==> src/rtl/uart_tx_feeder_pkg.sv <==
// Shared constants and feeder state encoding for the UART transmit path.
// BPS_* are clocks per bit at a 50 MHz system clock.
package uart_tx_feeder_pkg;
   localparam int BPS_50MHz_115200 = 434;
   localparam int BPS_50MHz_9600   = 5208;
   localparam int FRAME_BITS       = 10;

   typedef enum logic [1:0] {
      IDLE = 2'd0,
      SEND = 2'd1,
      GAP  = 2'd2
   } feed_state_e;
endpackage

==> src/rtl/sync_fifo.sv <==
// Byte-wide synchronous FIFO with wrap-bit pointers.
// The read port is combinational, and full writes set a sticky overflow flag.
module sync_fifo #(
   parameter int ADDR_W = 4
) (
   input  logic              clk,
   input  logic              rst_n,
   input  logic              wr_en,
   input  logic [7:0]        wr_data,
   input  logic              rd_en,
   output logic [7:0]        rd_data,
   output logic              full,
   output logic              empty,
   output logic [ADDR_W:0]   count,
   output logic              overflow
);
   logic [7:0]      mem [2**ADDR_W];
   logic [ADDR_W:0] wr_ptr, rd_ptr;
   logic            do_wr, do_rd;

   // Full means the pointers are equal in address bits but differ in wrap bits.
   assign full    = (wr_ptr[ADDR_W] != rd_ptr[ADDR_W]) &&
                    (wr_ptr[ADDR_W-1:0] == rd_ptr[ADDR_W-1:0]);
   assign empty   = (wr_ptr == rd_ptr);
   assign count   = wr_ptr - rd_ptr;
   assign rd_data = mem[rd_ptr[ADDR_W-1:0]];
   assign do_wr   = wr_en && !full;
   assign do_rd   = rd_en && !empty;

   always_ff @(posedge clk) begin
      if (do_wr) mem[wr_ptr[ADDR_W-1:0]] <= wr_data;
   end

   always_ff @(posedge clk or negedge rst_n) begin
      if (!rst_n) begin
         wr_ptr   <= '0;
         rd_ptr   <= '0;
         overflow <= 1'b0;
      end else begin
         if (do_wr) wr_ptr <= wr_ptr + 1'b1;
         if (do_rd) rd_ptr <= rd_ptr + 1'b1;
         if (wr_en && full) overflow <= 1'b1;
      end
   end
endmodule

==> src/rtl/uart_tx_feeder.sv <==
// Feeds the UART transmitter one byte per frame from a small FIFO.
// The enable is held until tx_done, followed by an optional idle gap.
module uart_tx_feeder
   import uart_tx_feeder_pkg::*;
#(
   parameter int          ADDR_W  = 4,
   parameter logic [15:0] GAP_CLK = 16'd0
) (
   input  logic              clk,
   input  logic              rst_n,
   input  logic              wr_en,
   input  logic [7:0]        wr_data,
   output logic              full,
   output logic              empty,
   output logic [ADDR_W:0]   count,
   output logic              overflow,
   output logic              busy,
   output logic              tx_en_sig,
   output logic [7:0]        tx_data,
   input  logic              tx_done
);
   feed_state_e state;
   logic [15:0] gap_cnt;
   logic [7:0]  rd_data;
   logic        rd_en;

   // Pop happens on the same edge that latches the byte into tx_data.
   assign rd_en = (state == IDLE) && !empty;
   assign busy  = (state != IDLE);

   sync_fifo #(.ADDR_W(ADDR_W)) u_fifo (
      .clk      (clk),
      .rst_n    (rst_n),
      .wr_en    (wr_en),
      .wr_data  (wr_data),
      .rd_en    (rd_en),
      .rd_data  (rd_data),
      .full     (full),
      .empty    (empty),
      .count    (count),
      .overflow (overflow)
   );

   always_ff @(posedge clk or negedge rst_n) begin
      if (!rst_n) begin
         state     <= IDLE;
         gap_cnt   <= '0;
         tx_en_sig <= 1'b0;
         tx_data   <= 8'h00;
      end else begin
         case (state)
            IDLE: if (!empty) begin
               tx_data   <= rd_data;
               tx_en_sig <= 1'b1;
               state     <= SEND;
            end
            // Drop the enable only on tx_done; the transmitter would otherwise resume mid-frame.
            SEND: if (tx_done) begin
               tx_en_sig <= 1'b0;
               if (GAP_CLK != 16'd0) begin
                  gap_cnt <= GAP_CLK - 16'd1;
                  state   <= GAP;
               end else begin
                  state <= IDLE;
               end
            end
            GAP: if (gap_cnt == 16'd0) state <= IDLE;
                 else gap_cnt <= gap_cnt - 16'd1;
            default: state <= IDLE;
         endcase
      end
   end
endmodule

==> config.mk <==
export PLATFORM = sky130hd
export DESIGN_NAME = uart_tx_feeder
export DESIGN_NICKNAME = d
export VERILOG_FILES = /design/src/rtl/uart_tx_feeder_pkg.sv /design/src/rtl/sync_fifo.sv /design/src/rtl/uart_tx_feeder.sv
export SDC_FILE = /design/constraint.sdc
export NUM_CORES = 1
export LEC_CHECK = 0
export CORE_UTILIZATION = 46
export CTS_CLUSTER_DIAMETER = 150
export DETAILED_ROUTE_END_ITERATION = 8
export SYNTH_ARGS = -nofsm -noshare
export SYNTH_HDL_FRONTEND = slang
export SYNTH_SLANG_ARGS = --single-unit
export TNS_END_PERCENT = 10
==> constraint.sdc <==
create_clock -name clk -period 4 [get_ports clk]
set_input_delay 0.6 -clock clk [delete_from_list [all_inputs] [get_ports clk]]
set_output_delay 0.6 -clock clk [all_outputs]
set_load 0.01 [all_outputs]
=== Yosys cells after proc, flatten, opt, wreduce, memory -nomap -nowiden ===
Memory sizes are Yosys's and may differ from the RTL's. A register that Yosys moved wholly into a read port is not among the register bits.
Cells that the tools add are included.

* Register bits: 30
* Memories: 1
* Logic and storage cells: 46
* RAM bits: 128
* Output and inout bits: 18
* Input bits: 12

* Mux-type cells: 9
* Reduce and logical (&&, ||, !) cells: 16
* Equal/unequal tests: 8
* Bitwise logic cells: 2
* $add $sub $neg: 4

{| class="wikitable"
|+ Memories
! memory !! depth !! bits a word !! rd ports !! clocked after memory_dff !! write ports !! RTL line !! text
|-
| u_fifo.mem || 16 || 8 || 1 || 1 || 1 || sync_fifo.sv:17 || <nowiki>logic [7:0] mem [2**ADDR_W];</nowiki>
|}

{| class="wikitable"
|+ Operators with widths
! cell !! count
|-
| $logic_not A16 Y1 || 1
|-
| $sub A16 B1 Y16 const B || 1
|-
| $add A5 B1 Y5 const B || 2
|-
| $mux W2 || 3
|-
| $ne A2 B2 Y1 const B || 3
|-
| $pmux W2 S3 || 1
|-
| $reduce_and A3 Y1 || 2
|-
| $eq A5 B5 Y1 || 1
|-
| $logic_and A1 B1 Y1 || 5
|-
| $sub A5 B5 Y5 || 1
|-
| $eq A4 B4 Y1 || 1
|-
| $mux W1 || 4
|-
| $reduce_and A2 Y1 || 2
|-
| $reduce_bool A2 Y1 || 2
|-
| $logic_not A1 Y1 || 3
|-
| $eq A2 B1 Y1 const B || 1
|-
| $eq A2 B2 Y1 const B || 1
|-
| $logic_not A2 Y1 || 1
|-
| $not A1 Y1 || 2
|-
| $pmux W1 S2 || 1
|-
| $ne A1 B1 Y1 || 1
|}

=== Depth between registers and ports, before layout ===
Gate-level depths: netlist (run 1).

* Depth in word-level cells: 6
* Gate-level depth with buffers: 10
* Gate-level depth less buffers: 7

=== Cells and area by module ===
A second synthesis (run 1) with hierarchy kept.

* Cells, all modules: 321
* Area, all modules: 6073.3 um^2

{| class="wikitable"
|+ Modules (own cells, without submodules)
! module !! seq. area each (um^2) !! instances !! cells an instance !! area each (um^2)
|-
| sync_fifo || 4119.0 || 1 || 301 || 5729.2
|-
| uart_tx_feeder || 225.2 || 1 || 20 || 344.1
|}

=== Worst setup path after synthesis (run 1) ===
Ideal clock, no wire load.

* Kind: flip-flop to flip-flop
* Start: register u_fifo.rd_ptr[1]
* End: memory u_fifo.mem[8][0], enable pin
* Library setup time: 383 ps
* Arrival: 2451 ps
* Cell stages (with the launch flop): 10
* Setup slack: 1166 ps
* Path buffers: 3
* Period minus slack after synthesis: 2834 ps
* Cells stage by stage: dfrtp_1 -> buf_6 -> buf_6 -> buf_4 -> inv_1 -> ha_1 -> and4_1 -> a21boi_2 -> nand2_1 -> nor3_1

* Cells in the longest elaborated chain, start to end: 6

{| class="wikitable"
|+ Ends and longest elaborated chain
! item !! RTL line !! text
|-
| start: declaration || sync_fifo.sv:18 || <nowiki>logic [ADDR_W:0] wr_ptr, rd_ptr;</nowiki>
|-
| start signal: assignment || sync_fifo.sv:41 || <nowiki>if (do_rd) rd_ptr <= rd_ptr + 1'b1;</nowiki>
|-
| $eq A4 B4 Y1 || sync_fifo.sv:23 || <nowiki>(wr_ptr[ADDR_W-1:0] == rd_ptr[ADDR_W-1:0]);</nowiki>
|-
| $logic_and A1 B1 Y1 || sync_fifo.sv:22 || <nowiki>assign full = (wr_ptr[ADDR_W] != rd_ptr[ADDR_W]) &&</nowiki>
|-
| $logic_not A1 Y1 || sync_fifo.sv:27 || <nowiki>assign do_wr = wr_en && !full;</nowiki>
|-
| $logic_and A1 B1 Y1 || sync_fifo.sv:27 ||
|-
| $mux W1 || sync_fifo.sv:31 || <nowiki>if (do_wr) mem[wr_ptr[ADDR_W-1:0]] <= wr_data;</nowiki>
|-
| $mux W1 (not written as such) || sync_fifo.sv:31 ||
|-
| end: declaration || sync_fifo.sv:17 ||
|}

Every way passes these cells.

=== Worst setup path in the final report (run 1) ===
* Start: register u_fifo.wr_ptr[0]
* End: output count[4]

* Cells in the longest elaborated chain, start to end: 1

{| class="wikitable"
|+ Ends and longest elaborated chain
! item !! RTL line !! text
|-
| start: declaration || sync_fifo.sv:18 ||
|-
| start signal: assignment || sync_fifo.sv:40 || <nowiki>if (do_wr) wr_ptr <= wr_ptr + 1'b1;</nowiki>
|-
| $sub A5 B5 Y5 || sync_fifo.sv:25 || <nowiki>assign count = wr_ptr - rd_ptr;</nowiki>
|-
| end: declaration || uart_tx_feeder.sv:15 || <nowiki>output logic [ADDR_W:0] count,</nowiki>
|}

Every way passes these cells.

==> results of run 1 <==
worst max-delay path: cells and delay by family (launching register included):
family	cells	cell delay (ps)
flip-flops	1	410
XOR/XNOR	1	130
adder cells (fa/ha/maj)	2	570
AO/OA/AOI/OAI	2	340
buffers and inverters	3	760
how the worst max path moves through the flow:
stage	to	slack, ps	cells past startpoint
after floorplan	u_fifo.mem[8][0]	1170	9
after global placement	count[4]	1230	8
after detailed placement	u_fifo.mem[14][1]	1170	5
after CTS	count[4]	730	8
after global routing	count[4]	580	8
final	count[4]	760	8
cells in the mapped netlist (5+ instances only):
master    number
ha_1           9
buf_6          5
xnor2_1       10
edfxtp_1     128
mux4_2        14
nand2_1        5
nor2_1        23
nand4_1        5
inv_1         12
a31oi_1        8
buf_2          5
mux2i_1       32
nor3_1         5
o22ai_1       16
dfrtp_1       20
a22oi_1        8
flip-flops by register name, indices dropped and copies added (netlist names):
name             count
tx_en_sig            1
tx_data              8
u_fifo.rd_ptr        5
u_fifo.wr_ptr        5
u_fifo.overflow      1
u_fifo.mem         128
final cells by class:
class / count / area, um^2
fillers: 995 / 5580
flip-flops and latches: 148 / 4350
multi-input cells: 167 / 1500
clock buffers: 18 / 429
repair buffers: 39 / 365
well taps: 172 / 215
clock inverters: 14 / 184
inverters: 12 / 45.0
layer usage:
metal | up-vias | wire length, um | track usage
met5 | - | 0 | 0
met4 | 0 | 180 | 0.0769
met3 | 11 | 786 | 0.0716
met2 | 98 | 5880 | 0.309
met1 | 1543 | 5380 | 0.266
li1 | 1436 | - | -
kinds of logic (layout without fill, tap and decap cells):
group	Yosys count	in the layout	synth area share
adder cells (fa/ha/maj)	10	10	0.0221
AND/OR/NAND/NOR	53	53	0.0433
multiplexers	48	48	0.115
flip-flops	148	148	0.723
buffers and inverters	30	83	0.0306
XOR/XNOR	13	13	0.0190
AO/OA/AOI/OAI	43	43	0.0471
through the flow:
stage               std cells  worst slack (ps)  hold slack [ps]
global route              570               579              477
finish                    570               759              460
global placement          538              1230              440
CTS                       570               735              462
detailed placement        538              1170              448
floorplan                 345              1170              304
power breakdown:
part | switching [mW] | internal, mW
clock | 0.603 | 1.04
sequential | 0.165 | 1.92
combinational | 0.939 | 0.807
total | 1.71 | 3.76
layout by cell type (no fill, tap or decap), types with 2 or more instances in the layout:
cell type	count
xor2_1	3
a22oi_1	8
inv_6	2
a21oi_1	3
nor2_1	23
nor3_1	5
clkinvlp_4	2
inv_1	12
edfxtp_1	128
nand2_1	5
clkinv_1	2
mux4_2	14
ha_1	9
clkbuf_16	17
a21o_1	3
nor4_2	4
and3_1	4
nand3_1	2
bufinv_16	4
xnor2_1	10
dfrtp_1	19
a31oi_1	8
mux2i_1	32
clkinv_2	3
o21ai_1	2
nand4_1	5
mux4_1	2
nand3b_1	2
o22ai_1	16
buf_4	10
clkdlybuf4s50_1	29
==> flow_metrics.tcl, run 1 <==
set metrics [dict create \
    grt_pass1_wl_mm 18.6 \
    die_w_um 116 \
    initialDrtViolationCount 267 \
    layout_min_cycle_time_ps 3240 \
    netlist_area_mm2 0.00601 \
    synthCells 345 \
    cts_inserted_buffers 17 \
    yosysWarnings 0 \
    cts_setup_buffers 0 \
    cp-end-kind "output port" \
    post-dp-hpwl_mm 7.67 \
    hold_depth 1 \
    synth.area.top_cells "edfxtp_1 64%, dfrtp_1 8.3%, mux2i_1 5.3%, mux4_2 5.2%, ha_1 1.9%" \
    drc_errors 0 \
    placed_cell_area_mm2 0.00647 \
    grt_antenna_before_repair 0 \
    grt_util_all_layers 0.202 \
    crit_slowest_cell "clkdlybuf4s50_1" \
    synth_area_per_cell_um2 17.4 \
    clockBufferDepth 2 \
    core_area_mm2 0.0127 \
    final_core_util 0.559 \
    viasPerCell 5.42 \
    clock_sinks 148 \
    synthFlopType "edfxtp_1" \
    slew_headroom 0.336 \
    cp.arrival_ps 2640 \
    p_per_area_mw_per_mm2 772 \
    grt_max_degree 51 \
    setup-violations-final 0 \
    status "completed" \
    synth_cell_types 36 \
    postRouteAntennaNets 0 \
    fmax_ghz 0.309 \
    ys_seq_area_frac 0.723 \
    antenna_cells 0 \
    grt.overflow.total 0 \
    htree_levels 4 \
    cts_resized 0 \
    start_util 0.474 \
    io_buffers 29 \
    r2r_slack_ps 1160 \
    rsz0062_at_grt "false" \
    fin_crit_sh 0.810 \
    r2r_cells 5 \
    firstDrtPassIters 4 \
    worst_hold_path.endpoint "u_fifo.overflow" \
    syn2layout_area_growth_pct 18.0 \
    synthArstFlopShare 0.135 \
    final_nets 407 \
    clk_pin_slew_ps 60 \
    fin_setup_tns_ps 0 \
    synth-edff-count 128 \
    die_h_um 116 \
    tightest_slew_ps 997 \
    via_count 3088 \
    routed_wl_mm 12.2 \
    root_buffer "clkbuf_16" \
    clk-insertion-delay-late_ps 420 \
    power_mw 5.47 \
    crit_top_cell "inv_1" \
    slowest_delay_ps 550 \
    leakagePower_nw 2.45 \
    synth_nets 367 \
    std_cell_rows 41 \
    critPathKind "flop to output port" \
    start_kind "flop" \
    grt_pass1_vias 3159 \
    io_pins 30 \
    ir_drop_mv 0.297 \
    critical_path_required_ps 3400 \
    r2r-start "u_fifo.wr_ptr[2]" \
    synth_top_cell_by_area "edfxtp_1" \
    hold_viol 0 \
    ctsHoldBuffers 0 \
    dieArea_mm2 0.0135 \
    worst-path-max-fanout 4 \
    skew_ps 9.51 \
    drive_gt1_frac 0.151 \
    min_path_type "flop to flop" \
    finalInstanceArea_mm2 0.00709 \
    ys_seq_elements 148 \
    min-delay-start "u_fifo.overflow" \
    cts_tree "built" \
    cp_cell_sequence "inv_1, ha_1, inv_1, fa_1, a21o_1, a21oi_1, xnor2_1, clkdlybuf4s50_1" \
    globalplace.congestion 0.812 \
    routedWlPerCell_um 21.5 \
    final-max-slew-violation-count 0 \
    yosysTopAreaCellShare 0.640 \
    startpoint "u_fifo.wr_ptr[0]" \
    r2r-end "u_fifo.mem[13][7]" \
    maxCapViolations 0 \
]
(Power assumes the default switching activity.)
==> inputs of run 2 (changes only) <==
clock period = 3.05 ns   (was 4 ns; I/O delays follow)
==> run 2 against run 1 <==
Net effect: clock skew grew 2.1 ps; global-route usage grew 0.071 points; total power grew 33%; worst hold slack lost 75 ps.
==> flow_metrics.tcl, run 2 (same netlist as run 1, synthesis figures left out) <==
set metrics [dict create \
    r2r_slack_ps 560 \
    skew_ps 11.6 \
    firstDrtPassIters 4 \
    maxCapViolations 0 \
    grt.overflow.total 0 \
    cts_tree "built" \
    rsz0062_at_grt "false" \
    clk-insertion-delay-late_ps 420 \
    globalplace.congestion 0.784 \
    cp.arrival_ps 2300 \
    r2r_cells 5 \
    via_count 3147 \
    fin_setup_tns_ps 0 \
    ff_latch_area_mm2 0.00435 \
    dieArea_mm2 0.0135 \
    cts_inserted_buffers 17 \
    post-dp-hpwl_mm 7.75 \
    clock_sinks 148 \
    std_cell_rows 41 \
    ir_drop_mv 0.413 \
    core_area_mm2 0.0127 \
    r2r-end "u_fifo.mem[15][0]" \
    syn2layout_area_growth_pct 19.3 \
    nFillCells 1006 \
    io_buffers 29 \
    slew_headroom 0.527 \
    grt_max_degree 35 \
    cp-end-kind "output port" \
    critical_path_required_ps 2590 \
    critPathKind "flop to output port" \
    leakagePower_nw 2.48 \
    final_cell_mix "128 x edfxtp_1, 32 x mux2i_1, 28 x clkdlybuf4s50_1" \
    root_buffer "clkbuf_16" \
    clockBufferDepth 2 \
    p_per_area_mw_per_mm2 1010 \
    final_core_util 0.566 \
    tightest_slew_ps 709 \
    clk_pin_slew_ps 60 \
    io_pins 30 \
    largest_register_ffs 128 \
    final_common_cell "edfxtp_1" \
    final_nets 414 \
    multi_input_area_mm2 0.00150 \
    fin_crit_sh 0.903 \
    die_w_um 116 \
    initialDrtViolationCount 282 \
    routedWlPerCell_um 21.4 \
    final-max-slew-violation-count 0 \
    htree_levels 4 \
    drive_gt1_frac 0.175 \
    grt_pass1_wl_mm 18.5 \
    grt_util_all_layers 0.203 \
    grt_antenna_before_repair 0 \
    status "completed" \
    r2r-start "u_fifo.wr_ptr[3]" \
    min_path_type "primary input to async pin" \
    postRouteAntennaNets 0 \
    antenna_cells 0 \
    grt_pass1_vias 3168 \
    viasPerCell 5.45 \
    start_kind "flop" \
    setup-violations-final 0 \
    worst-path-max-fanout 4 \
    hold_ws_ps 384 \
    start_util 0.474 \
    fmax_ghz 0.363 \
    hold_viol 0 \
    die_h_um 116 \
    drc_errors 0 \
    layout_min_cycle_time_ps 2750 \
    routed_wl_mm 12.4 \
]
run 2: how the worst max path moves through the flow:
stage / start / to / slack, ps / cells after the start
floorplan: u_fifo.rd_ptr[1] / u_fifo.mem[8][0] / 220 / 9
global placement: u_fifo.wr_ptr[0] / count[4] / 430 / 8
detailed placement: u_fifo.wr_ptr[0] / count[4] / 380 / 8
CTS: u_fifo.wr_ptr[0] / count[4] / 260 / 8
global route: u_fifo.wr_ptr[0] / count[4] / 150 / 8
finish: u_fifo.wr_ptr[0] / count[4] / 300 / 8
run 2: timing repair:
| item | CTS | global route |
|---|---|---|
| hold buffers | 0 | 0 |
| hold endpoints to repair | 0 | 0 |
| buffers inserted | 0 | 0 |
| resized for setup | 3 | 0 |
| setup endpoints to repair | 1 | 0 |
run 2: area by class of cell:
type / count / area share
multi-input cells: 167 / 0.210
inverters: 12 / 0.00629
clock buffers: 18 / 0.0599
flip-flops and latches: 148 / 0.607
repair buffers: 46 / 0.0581
clock inverters: 14 / 0.0293
well taps: 172 / 0.0300
run 2: through the flow:
step	setup WS, ps	total power, mW	area (um^2)	instances
5_1_grt	148	7.60	7170	577
6_report	296	7.26	7170	577
3_5_place_dp	376	5.11	6530	545
2_1_floorplan	216	4.28	6010	345
3_3_place_gp	428	5.08	6530	545
4_1_cts	260	7.33	7170	577
run 2: per-layer routing:
layer / wire length (um) / vias up / GRT usage / part of all wire
met5: 0 / - / 0 / 0
met4: 154 / 0 / 0.0744 / 0.012
met3: 765 / 10 / 0.0451 / 0.062
met2: 6120 / 100 / 0.336 / 0.49
met1: 5340 / 1586 / 0.263 / 0.43
li1: - / 1451 / - / -
run 2: where the power goes:
part | switching [mW] | internal [mW]
Clock | 0.792 | 1.44
Combinational | 1.26 | 1.07
Sequential | 0.184 | 2.51
Total | 2.23 | 5.02
run 2: worst max-delay path, cell delays in order (launching register included):
cell and delay, ps:
dfrtp_1 410, inv_2 110, ha_1 140, inv_1 60, fa_1 390, a21o_1 180, a21oi_1 170, xnor2_1 130
dlygate4sd2_1 280
==> inputs of run 3 (changes only) <==
CORE_UTILIZATION = 30   (was 46)
CTS_CLUSTER_SIZE = 14   (was default)
==> run 3 against run 2 <==
Net effect: register-to-register slack about the same; clock skew shrank 5.2 ps; sequential power about the same; flip-flop and latch count stayed put; largest cell class unchanged; largest power group unchanged.
==> flow_metrics.tcl, run 3 (same netlist as run 1, synthesis figures left out) <==
set metrics [dict create \
    finalInstanceArea_mm2 0.00724 \
    globalplace.congestion 0.773 \
    setup-violations-final 0 \
    grt_pass1_vias 3232 \
    r2r-start "u_fifo.rd_ptr[3]" \
    die_w_um 143 \
    slew_headroom 0.392 \
    grt.overflow.total 0 \
    power_mw 7.20 \
    final-max-slew-violation-count 0 \
    grt_pass1_wl_mm 18.8 \
    io_pins 30 \
    std_cell_rows 51 \
    via_count 3148 \
    routed_wl_mm 12.3 \
    die_h_um 143 \
    worst-path-max-fanout 4 \
    fin_setup_tns_ps 0 \
    wl_met2_mm 5.99 \
    firstDrtPassIters 4 \
    startpoint "u_fifo.wr_ptr[0]" \
    place_inst 637 \
    maxCapViolations 0 \
    final_cell_mix "128 x edfxtp_1, 32 x mux2i_1, 28 x clkdlybuf4s50_1" \
    drc_errors 0 \
    ctsHoldBuffers 0 \
    final_common_cell "edfxtp_1" \
    clockBufferDepth 2 \
    routedWlPerCell_um 18.4 \
    cts_tree "built" \
    clk_pin_slew_ps 60 \
    antenna_cells 0 \
    placed_cell_area_mm2 0.00661 \
    final_nets 413 \
    post-dp-hpwl_mm 7.88 \
    clock_sinks 148 \
    drive_gt1_frac 0.156 \
    fin_cells 669 \
    dieArea_mm2 0.0206 \
    start_kind "flop" \
    tightest_slew_ps 913 \
    largest_register_ffs 128 \
    hold_viol 0 \
    wl_met3_um 811 \
    cp-end-kind "output port" \
    critPathKind "flop to output port" \
    syn2layout_area_growth_pct 20.6 \
    htree_levels 4 \
    fmax_ghz 0.360 \
    grt_max_degree 51 \
    rsz0062_at_grt "false" \
    p_per_area_mw_per_mm2 995 \
    critical_path_required_ps 2590 \
    final_core_util 0.371 \
    leakagePower_nw 2.48 \
    cts_inserted_buffers 17 \
    postRouteAntennaNets 0 \
    wl_met1_mm 5.31 \
    status "completed" \
    ir_drop_mv 0.375 \
    dr.max_layer_used "met4" \
    clk-insertion-delay-late_ps 420 \
    grt_util_all_layers 0.130 \
    io_buffers 29 \
    start_util 0.308 \
    viasPerCell 4.71 \
    fin_crit_sh 0.911 \
    min_path_type "primary input to async pin" \
    skew_ps 6.42 \
    grt_antenna_before_repair 1 \
    cp.arrival_ps 2320 \
    initialDrtViolationCount 263 \
    core_area_mm2 0.0195 \
    root_buffer "clkbuf_16" \
    layout_min_cycle_time_ps 2780 \
]
-- run 3: critical path, cell delays in order (launching register included) --
cell           delay [ps]
dfrtp_1               420
inv_2                 110
ha_1                  150
inv_1                  60
fa_1                  400
a21o_1                180
a21oi_1               170
xnor2_1               130
dlygate4sd2_1         280
-- run 3: what timing repair did --
action                                  in CTS  in global routing
hold endpoints to repair                     0                  0
resized for setup                            3                  0
setup buffers                                0                  0
endpoints found under the setup margin       1                  0
-- run 3: metrics by stage --
step / hold slack, ps / setup WS [ps]
6_report: 393 / 273
5_1_grt: 402 / 122
4_1_cts: 386 / 242
3_5_place_dp: 444 / 381
3_3_place_gp: 443 / 414
2_1_floorplan: 162 / 216
-- run 3: power by group --
part | switching (mW) | internal [mW]
Combinational | 1.24 | 1.06
Sequential | 0.178 | 2.51
Clock | 0.775 | 1.44
-- run 3: layer usage --
metal  vias to the layer above  global-route usage
met2                        84               0.206
met4                         0              0.0526
li1                       1453                   -
met3                        16              0.0413
met1                      1595               0.164
met5                         -                   0
-- run 3: cell type report --
type	instances	area [um^2]
well taps	265	332
inverters	12	45.0
repair buffers	45	409
clock buffers	24	482
clock inverters	8	150
fillers	1839	12300
multi-input cells	167	1480
flip-flops and latches	148	4350
-- run 3: final timing paths --
kind	to	slack [ps]	cells past startpoint
max	count[4]	270	8
min	u_fifo.overflow	390	2
max reg2reg	u_fifo.mem[5][5]	570	6
min reg2reg	u_fifo.overflow	450	1
max in group asynchronous	u_fifo.rd_ptr[1]	2400	2
min in group clk	u_fifo.overflow	450	1
